[config.mk]
export PLATFORM = sky130hd
export DESIGN_NAME = grant_xfer_mux
export DESIGN_NICKNAME = d
export VERILOG_FILES = /design/src/rtl/grant_xfer_mux.sv
export SDC_FILE = /design/constraint.sdc
export NUM_CORES = 1
export LEC_CHECK = 0
export BUFFER_PORTS_ARGS = -buffer_cell sky130_fd_sc_hd__buf_4
export CAP_MARGIN = 40
export CORE_ASPECT_RATIO = 0.9
export CORE_MARGIN = 2
export CORE_UTILIZATION = 31
export CTS_BUF_LIST = sky130_fd_sc_hd__clkbuf_16
export DETAILED_ROUTE_END_ITERATION = 8
export PLACE_DENSITY = 0.63
export SYNTH_ARGS = -nofsm -noshare
export SYNTH_HDL_FRONTEND = slang
export SYNTH_SLANG_ARGS = --single-unit
export TNS_END_PERCENT = 30
[constraint.sdc]
create_clock -name clk -period 5 [get_ports clk]
set_input_delay 0.25 -clock clk [delete_from_list [all_inputs] [get_ports clk]]
set_output_delay 0.25 -clock clk [all_outputs]
set_load 0.01 [all_outputs]
[src/rtl/grant_xfer_mux.sv]
// Forwards the granted master's beats to the shared slave port through a 2-entry
// registered skid buffer, returning a one-cycle xfer_last pulse that closes the grant.
module grant_xfer_mux #(
    parameter int N       = 4,
    parameter int DW      = 32,
    parameter int TIMEOUT = 16,
    parameter int SW      = $clog2(N)
) (
    input  logic            clk,
    input  logic            rst,
    input  logic [N-1:0]    gnt,
    input  logic [N-1:0]    m_valid,
    input  logic [N*DW-1:0] m_data,
    input  logic [N-1:0]    m_last,
    output logic [N-1:0]    m_ready,
    output logic            s_valid,
    output logic [DW-1:0]   s_data,
    output logic            s_last,
    output logic [SW-1:0]   s_src,
    input  logic            s_ready,
    output logic [N-1:0]    xfer_last,
    output logic            busy,
    output logic            err_timeout
);
    // Slave handshake: a beat moves when s_valid & s_ready; s_* hold while s_valid & !s_ready.
    localparam int CW = $clog2(TIMEOUT + 1);
    localparam int EW = SW + 1 + DW;

    typedef enum logic [1:0] {IDLE, XFER, DRAIN} state_t;

    state_t          state_q, state_d;
    logic [SW-1:0]   owner_q, owner_d;
    logic [CW-1:0]   idle_cnt_q, idle_cnt_d;
    logic [1:0]      cnt_q, cnt_d;
    logic [EW-1:0]   ent0_q, ent0_d, ent1_q, ent1_d;
    logic [N-1:0]    xfer_last_q, xfer_last_d;
    logic            err_q, err_d;

    logic            gnt_onehot;
    logic [SW-1:0]   gnt_idx;
    logic            owner_valid, owner_last, accept, pop, can_push;
    logic [DW-1:0]   owner_data;
    logic [EW-1:0]   new_ent;

    always_comb begin
        gnt_idx = '0;
        for (int i = 0; i < N; i++) begin
            if (gnt[i]) gnt_idx = SW'(i);
        end
    end

    assign gnt_onehot  = (gnt != '0) && ((gnt & (gnt - {{(N-1){1'b0}}, 1'b1})) == '0);
    assign owner_valid = m_valid[owner_q];
    assign owner_last  = m_last[owner_q];
    assign owner_data  = m_data[owner_q*DW +: DW];
    assign new_ent     = {owner_q, owner_last, owner_data};
    assign can_push    = (state_q == XFER) && (cnt_q != 2'd2);
    assign accept      = can_push && owner_valid;
    assign pop         = (cnt_q != 2'd0) && s_ready;

    always_comb begin
        m_ready = '0;
        if (can_push) m_ready[owner_q] = 1'b1;
    end

    // Entry 0 is always the head, so the slave outputs come straight from a register.
    always_comb begin
        ent0_d = ent0_q;
        ent1_d = ent1_q;
        cnt_d  = cnt_q;
        case ({accept, pop})
            2'b10: begin
                if (cnt_q == 2'd0) ent0_d = new_ent;
                else               ent1_d = new_ent;
                cnt_d = cnt_q + 2'd1;
            end
            2'b01: begin
                ent0_d = ent1_q;
                cnt_d  = cnt_q - 2'd1;
            end
            2'b11: begin
                if (cnt_q == 2'd1) begin
                    ent0_d = new_ent;
                end else begin
                    ent0_d = ent1_q;
                    ent1_d = new_ent;
                end
            end
            default: ;
        endcase
    end

    always_comb begin
        state_d     = state_q;
        owner_d     = owner_q;
        idle_cnt_d  = idle_cnt_q;
        xfer_last_d = '0;
        err_d       = err_q;
        case (state_q)
            IDLE: begin
                if (gnt_onehot) begin
                    owner_d    = gnt_idx;
                    idle_cnt_d = '0;
                    state_d    = XFER;
                end
            end
            XFER: begin
                if (owner_valid)                        idle_cnt_d = '0;
                else if (idle_cnt_q != CW'(TIMEOUT))    idle_cnt_d = idle_cnt_q + 1'b1;
                if (accept && owner_last) begin
                    state_d              = DRAIN;
                    xfer_last_d[owner_q] = 1'b1;
                end else if (!owner_valid && idle_cnt_q == CW'(TIMEOUT - 1)) begin
                    // This idle cycle takes the counter to TIMEOUT: force termination.
                    state_d              = DRAIN;
                    err_d                = 1'b1;
                    xfer_last_d[owner_q] = 1'b1;
                end
            end
            DRAIN: begin
                if (cnt_d == 2'd0) state_d = IDLE;
            end
            default: state_d = IDLE;
        endcase
    end

    always_ff @(posedge clk or posedge rst) begin
        if (rst) begin
            state_q     <= IDLE;
            owner_q     <= '0;
            idle_cnt_q  <= '0;
            cnt_q       <= '0;
            ent0_q      <= '0;
            ent1_q      <= '0;
            xfer_last_q <= '0;
            err_q       <= 1'b0;
        end else begin
            state_q     <= state_d;
            owner_q     <= owner_d;
            idle_cnt_q  <= idle_cnt_d;
            cnt_q       <= cnt_d;
            ent0_q      <= ent0_d;
            ent1_q      <= ent1_d;
            xfer_last_q <= xfer_last_d;
            err_q       <= err_d;
        end
    end

    assign s_valid               = (cnt_q != 2'd0);
    assign {s_src, s_last, s_data} = ent0_q;
    assign xfer_last             = xfer_last_q;
    assign busy                  = (state_q != IDLE);
    assign err_timeout           = err_q;

endmodule

Word-level counts from Yosys, hierarchy flattened
Index checks and enable logic that the tools add are counted.

Magnitude comparators: 2. Shifts and indexed selects: 1. Add/subtract/negate cells: 4. Muxes and demuxes: 29. Bitwise gates (word level): 2. Reduce and logical (&&, ||, !) cells: 24. Equal/unequal tests: 16.

Operators by type and width (count): 35-bit two-way mux (4); 128-bit by 8-bit variable part select with 32-bit output (1); 35-bit case mux with 3 select lines (1); 35-bit case mux with 2 select lines (1); 4-bit two-way mux (4); 5-bit two-way mux (3); 2-bit two-way mux (6); 2-bit inequality test (second input constant) (6); 3-bit AND reduction (4); 5-bit case mux with 2 select lines (1); 2-bit nonzero test (4); 1-bit logical AND (7); 2-bit by 1-bit == test with 1-bit output (second input constant) (3); 2-bit == test (second input constant) (3); 2-bit zero test (3); 2-bit case mux with 3 select lines (1); 5-bit by 1-bit adder with 5-bit output (second input constant) (1); 5-bit by 4-bit == test with 1-bit output (second input constant) (1); 5-bit inequality test (second input constant) (1); 4-bit bitwise AND (1); 1-bit binary-select mux with 2-bit select (2); 4-bit zero test (1); 1-bit two-way mux (4); 2-bit case mux with 2 select lines (1); 13 further kinds (14).

Register bits after elaboration: 86.

Longest topological paths before layout
Depth in word-level cells: 8. Mapped depth: 12.

Worst setup path after synthesis
No wires, ideal clock.

Path type: register -> register. Start: register owner_q[0]. End: register ent1_q[0]. Data arrival time: 2.407 ns. Path slack: 2.468 ns. Data required time: 4.875 ns. Stages on the path, launching flop included: 11. Clock period less this slack: 2.532 ns. Cell sequence: dfrtp_1 > buf_6 > mux4_2 > nand2_1 > inv_1 > ha_1 > nand2_1 > o211a_1 > clkbuf_1 > buf_2 > mux2_2.

Longest elaborated chain between the ends: 6. Elaborated cells on any way between the ends: 13.

RTL lines: start, declared (line 32) `logic [SW-1:0] owner_q, owner_d;`; start signal, assigned (line 139) `owner_q <= owner_d;`; parallel branches: the longest is 6 deep, another holds 128-bit by 8-bit variable part select with 32-bit output; end signal, assigned (line 143) `ent1_q <= ent1_d;`; end, declared (line 35) `logic [EW-1:0] ent0_q, ent0_d, ent1_q, ent1_d;`.

Several ways; the timed one is not identified. The select of a mux whose other input is x is not followed. A chain may end at the register's enable or synchronous reset.

Worst setup path in the final report
Start: register cnt_q[0]. End: register ent1_q[20].

Longest elaborated chain between the ends: 6. Elaborated cells on any way between the ends: 14.

RTL lines: start, declared (line 34) `logic [1:0] cnt_q, cnt_d;`; start signal, assigned (line 141) `cnt_q <= cnt_d;`; 2-bit inequality test (line 57) `assign can_push = (state_q == XFER) && (cnt_q != 2'd2);`; 1-bit logical AND (line 57); 1-bit logical AND (line 58) `assign accept = can_push && owner_valid;`; 2-bit == test (line 71) `case ({accept, pop})`; 2-bit inequality test (no source line) / 2-bit nonzero test (equally long branches); 3-bit AND reduction (no source line).

Several ways; a longest one is shown, not always the timed one.

==> metrics.md <==
| Metric | Value |
|---|---|
| Least-Margin Pin Slew | 0.733 ns |
| Num rows | 42 |
| Setup Buffers After CTS | 0 |
| Die area | 0.0162 mm² |
| Setup TNS | 0 ns |
| Worst Path Max Fanout | 18 |
| Portion of netlist area occupied by mux cells | 0.258 |
| Count of buffer and inverter cells on the critical path | 3 |
| Synth Instances | 390 |
| HP Class | in2reg |
| Cell Count Post-Placement | 751 |
| Layout cell share with drive strength beyond 1 | 0.507 |
| Net Count, Synth | 542 |
| Vias in the first global route | 4053 |
| Sequential cell area fraction in the yosys report | 0.457 |
| Synth Area in Simple Gates | 0.0864 |
| Final Wtd Congestion | 0.736 |
| EDFF count, synth | 0 |
| Post-route ant nets | 0 |
| 1st-pass router iterations | 4 |
| Core area | 0.0148 mm² |
| Post-Route WL | 12200 µm |
| CTS Buffer Depth | 2 |
| Worst path arrival time | 3.04 ns |
| Final setup violation count | 0 |
| Final hold vios | 0 |
| Total track usage | 0.155 |
| Layout area overhead | 40.7% |
| Warnings, synthesis | 0 |
| Status | finished clean |
| Non-filler cells, final | 768 |
| Largest net degree at the start of global routing | 50 |
| Largest family of logic cells by synthesized area | multiplexers |
| Vias | 3822 |
| Clk sinks | 86 |
| Max-cap violations | 0 |
| Tcrit/Tclk final | 0.562 |
| H-tree levels | 3 |
| DRC Markers | 0 |
| Top FF cell, synth | dfrtp_1 |
| Detail Placement HPWL | 9040 µm |
| Most area-hungry cell type in the Yosys netlist | dfrtp_1 |
| Fin. max-slew vios | 0 |
| XOR/XNOR Fraction of Synth Area | 0.00372 |
| Chip height | 121 µm |
| Clock skew | 0.00607 ns |
| Pleak | 3.07 nW |
| Compound-Gate Fraction of Synth Area | 0.130 |
| I/O pin total | 189 |
| Nets | 717 |
| Slowest stage delay, CP | 0.52 ns |
| Rel. slew slack | 0.511 |
| Post-route cell area | 0.00662 mm² |
| Post-Synth Adder-Cell Area | 0.0239 |
| Post-synthesis cell area | 0.00471 mm² |
| RSZ-0062 raised after global routing | no |
| Post-cts sizing count | 0 |
| Mean Syn Cell Area | 12.1 µm² |
| CTS tree | built |
| Initial antenna violation count | 0 |
| Peak VDD IR | 0.174 mV |
| Synth cell types | 45 |
| Gr ovfl total | 0 |
| WS Path Type | reg2reg |
| Initial DRC count | 157 |
| Max Freq | 356 MHz |
| Final min period | 2.81 ns |
| Async set or reset register ratio after synthesis | 1.00 |
| Buffers on Ports | 188 |
| Via/cell ratio | 4.98 |
| Top cell type's share of synthesized area | 0.457 |
| Die Width | 134 µm |
| Reg2reg setup slack | 2.19 ns |
| Root Driver | clkbuf_16 |
| Starting Density | 0.319 |
| Slowest stage cell, crit path | o211a_2 |
| Clock transition at the registers of the reported paths | 0.06 ns |
| CP cell instances | inv_1 > ha_1 > nor2b_1 > inv_1 > ha_1 > nand2_1 > o211a_2 > buf_16 > mux2_2 |
| Num CTS Buffers | 9 |
| Final antenna diode count | 0 |
| Setup crit start kind | register |
| DR WL/cell | 15.9 µm |
| Post-Place Cell Area | 0.00629 mm² |
| First-pass GRT wire length | 19700 µm |
| Synth area leaders | dfrtp_1 (46%), mux4_2 (16%), mux2_2 (8.4%) |
| Worst Path Required | 5.23 ns |
| Top Family by Delay on Critical Path | simple AND/OR/NAND/NOR gates |
| Worst-skew pair later-pin latency | 0.34 ns |
| Crit end category | register |
| PwrDens | 580 mW/mm² |
| Yosys reg bits | 86 |
area by class of cell:
| type | count | area, µm² |
|---|---|---|
| clock buffers | 9 | 225 |
| clock inverters | 7 | 98.8 |
| fillers | 1401 | 8140 |
| inverters | 11 | 42.5 |
| multi-input cells | 261 | 2360 |
| flip-flops and latches | 86 | 2150 |
| well taps | 198 | 248 |
| repair buffers | 196 | 1490 |
final timing paths:
check                       startpoint     endpoint  depth (start not counted)
hold / removal                  gnt[3]   owner_q[1]                          3
setup reg to reg              cnt_q[0]   ent1_q[20]                          9
hold reg to reg            err_timeout  err_timeout                          1
setup / recovery              cnt_q[0]   ent1_q[20]                          9
min in group asynchronous          rst   ent1_q[17]                          3
max in group asynchronous          rst   ent1_q[10]                          4
worst min-delay path, cell delays in order:
cell and delay, ns:
buf_4 0.14, nor2_1 0.09, o31ai_1 0.08
sequential cells by signal (all words and copies together) (netlist names):
register,flops
state_q,2
idle_cnt_q,5
cnt_q,2
ent1_q,35
owner_q,2
ent0_q,35
xfer_last,4
err_timeout,1
power breakdown:
part	switching (mW)	internal [mW]	leakage, nW
registers	0.171	1.02	1.06
logic	0.941	0.995	1.86
clock network	0.279	0.438	0.144
total	1.39	2.45	3.07
cells by family (layout without fill, tap and decap cells):
logic type,count (synthesis),in the layout
DFF,86,86
buffers and inverters,43,223
and+or+nand+nor,85,85
adders and majority gates,9,9
xor gates and xnor gates,2,2
AOI/OAI and AO/OA,91,91
muxes,74,74
cell usage after synthesis (4+ instances only):
| master | n |
|---|---|
| dfrtp_1 | 86 |
| nand2_1 | 46 |
| a22oi_1 | 35 |
| mux2_2 | 35 |
| mux4_2 | 34 |
| o21ai_0 | 33 |
| clkbuf_1 | 15 |
| nor2_1 | 13 |
| buf_2 | 11 |
| inv_1 | 11 |
| ha_1 | 9 |
| o21ai_1 | 7 |
| nor2b_1 | 5 |
| nand2b_1 | 4 |
timing repair:
action | CTS | global route
hold endpoints to repair | 3 | 0
hold buffers | 1 | 0
setup endpoints to repair | 0 | 0
routing by layer:
metal	share of wire	track usage	vias up	wire length [µm]
li1	-	-	1803	-
met1	0.41	0.185	1882	5020
met2	0.51	0.271	125	6210
met3	0.068	0.0426	12	830
met4	0.014	0.0479	0	171
met5	0	0	-	0
stage by stage:
| step | hold WS [ns] | utilization | worst slack [ns] | power (mW) |
|---|---|---|---|---|
| 6_report | 0.247 | 0.449 | 2.19 | 3.84 |
| 5_1_grt | 0.263 | 0.449 | 1.94 | 4.15 |
| 4_1_cts | 0.232 | 0.449 | 2.18 | 3.90 |
| 3_5_place_dp | 0.375 | 0.426 | 2.18 | 3.17 |
| 3_3_place_gp | 0.371 | 0.424 | 2.17 | 3.07 |
| 2_1_floorplan | 0.447 | - | 2.47 | 2.53 |
cells in the final DEF (no fill, tap or decap), types with 2 or more instances in the layout:
master,Yosys,routed
ha_1,9,9
mux2_1,2,2
dfrtp_1,86,84
clkinvlp_4,0,4
nor2b_1,5,5
mux4_2,34,34
buf_4,2,194
mux2i_1,3,3
nand2b_1,4,4
dfrtp_2,0,2
o21ai_1,7,7
a211oi_1,2,2
nand2_1,46,46
or2_2,2,2
nor3_1,3,3
bufinv_16,0,2
nor4b_1,3,3
xor2_1,2,2
clkbuf_16,0,9
nor2_1,13,13
mux2_2,35,35
o21ai_0,33,33
inv_1,11,10
a22oi_1,35,35
nand3_1,2,2
a21o_1,2,2
Note: power is estimated with default switching activity, not from simulation.
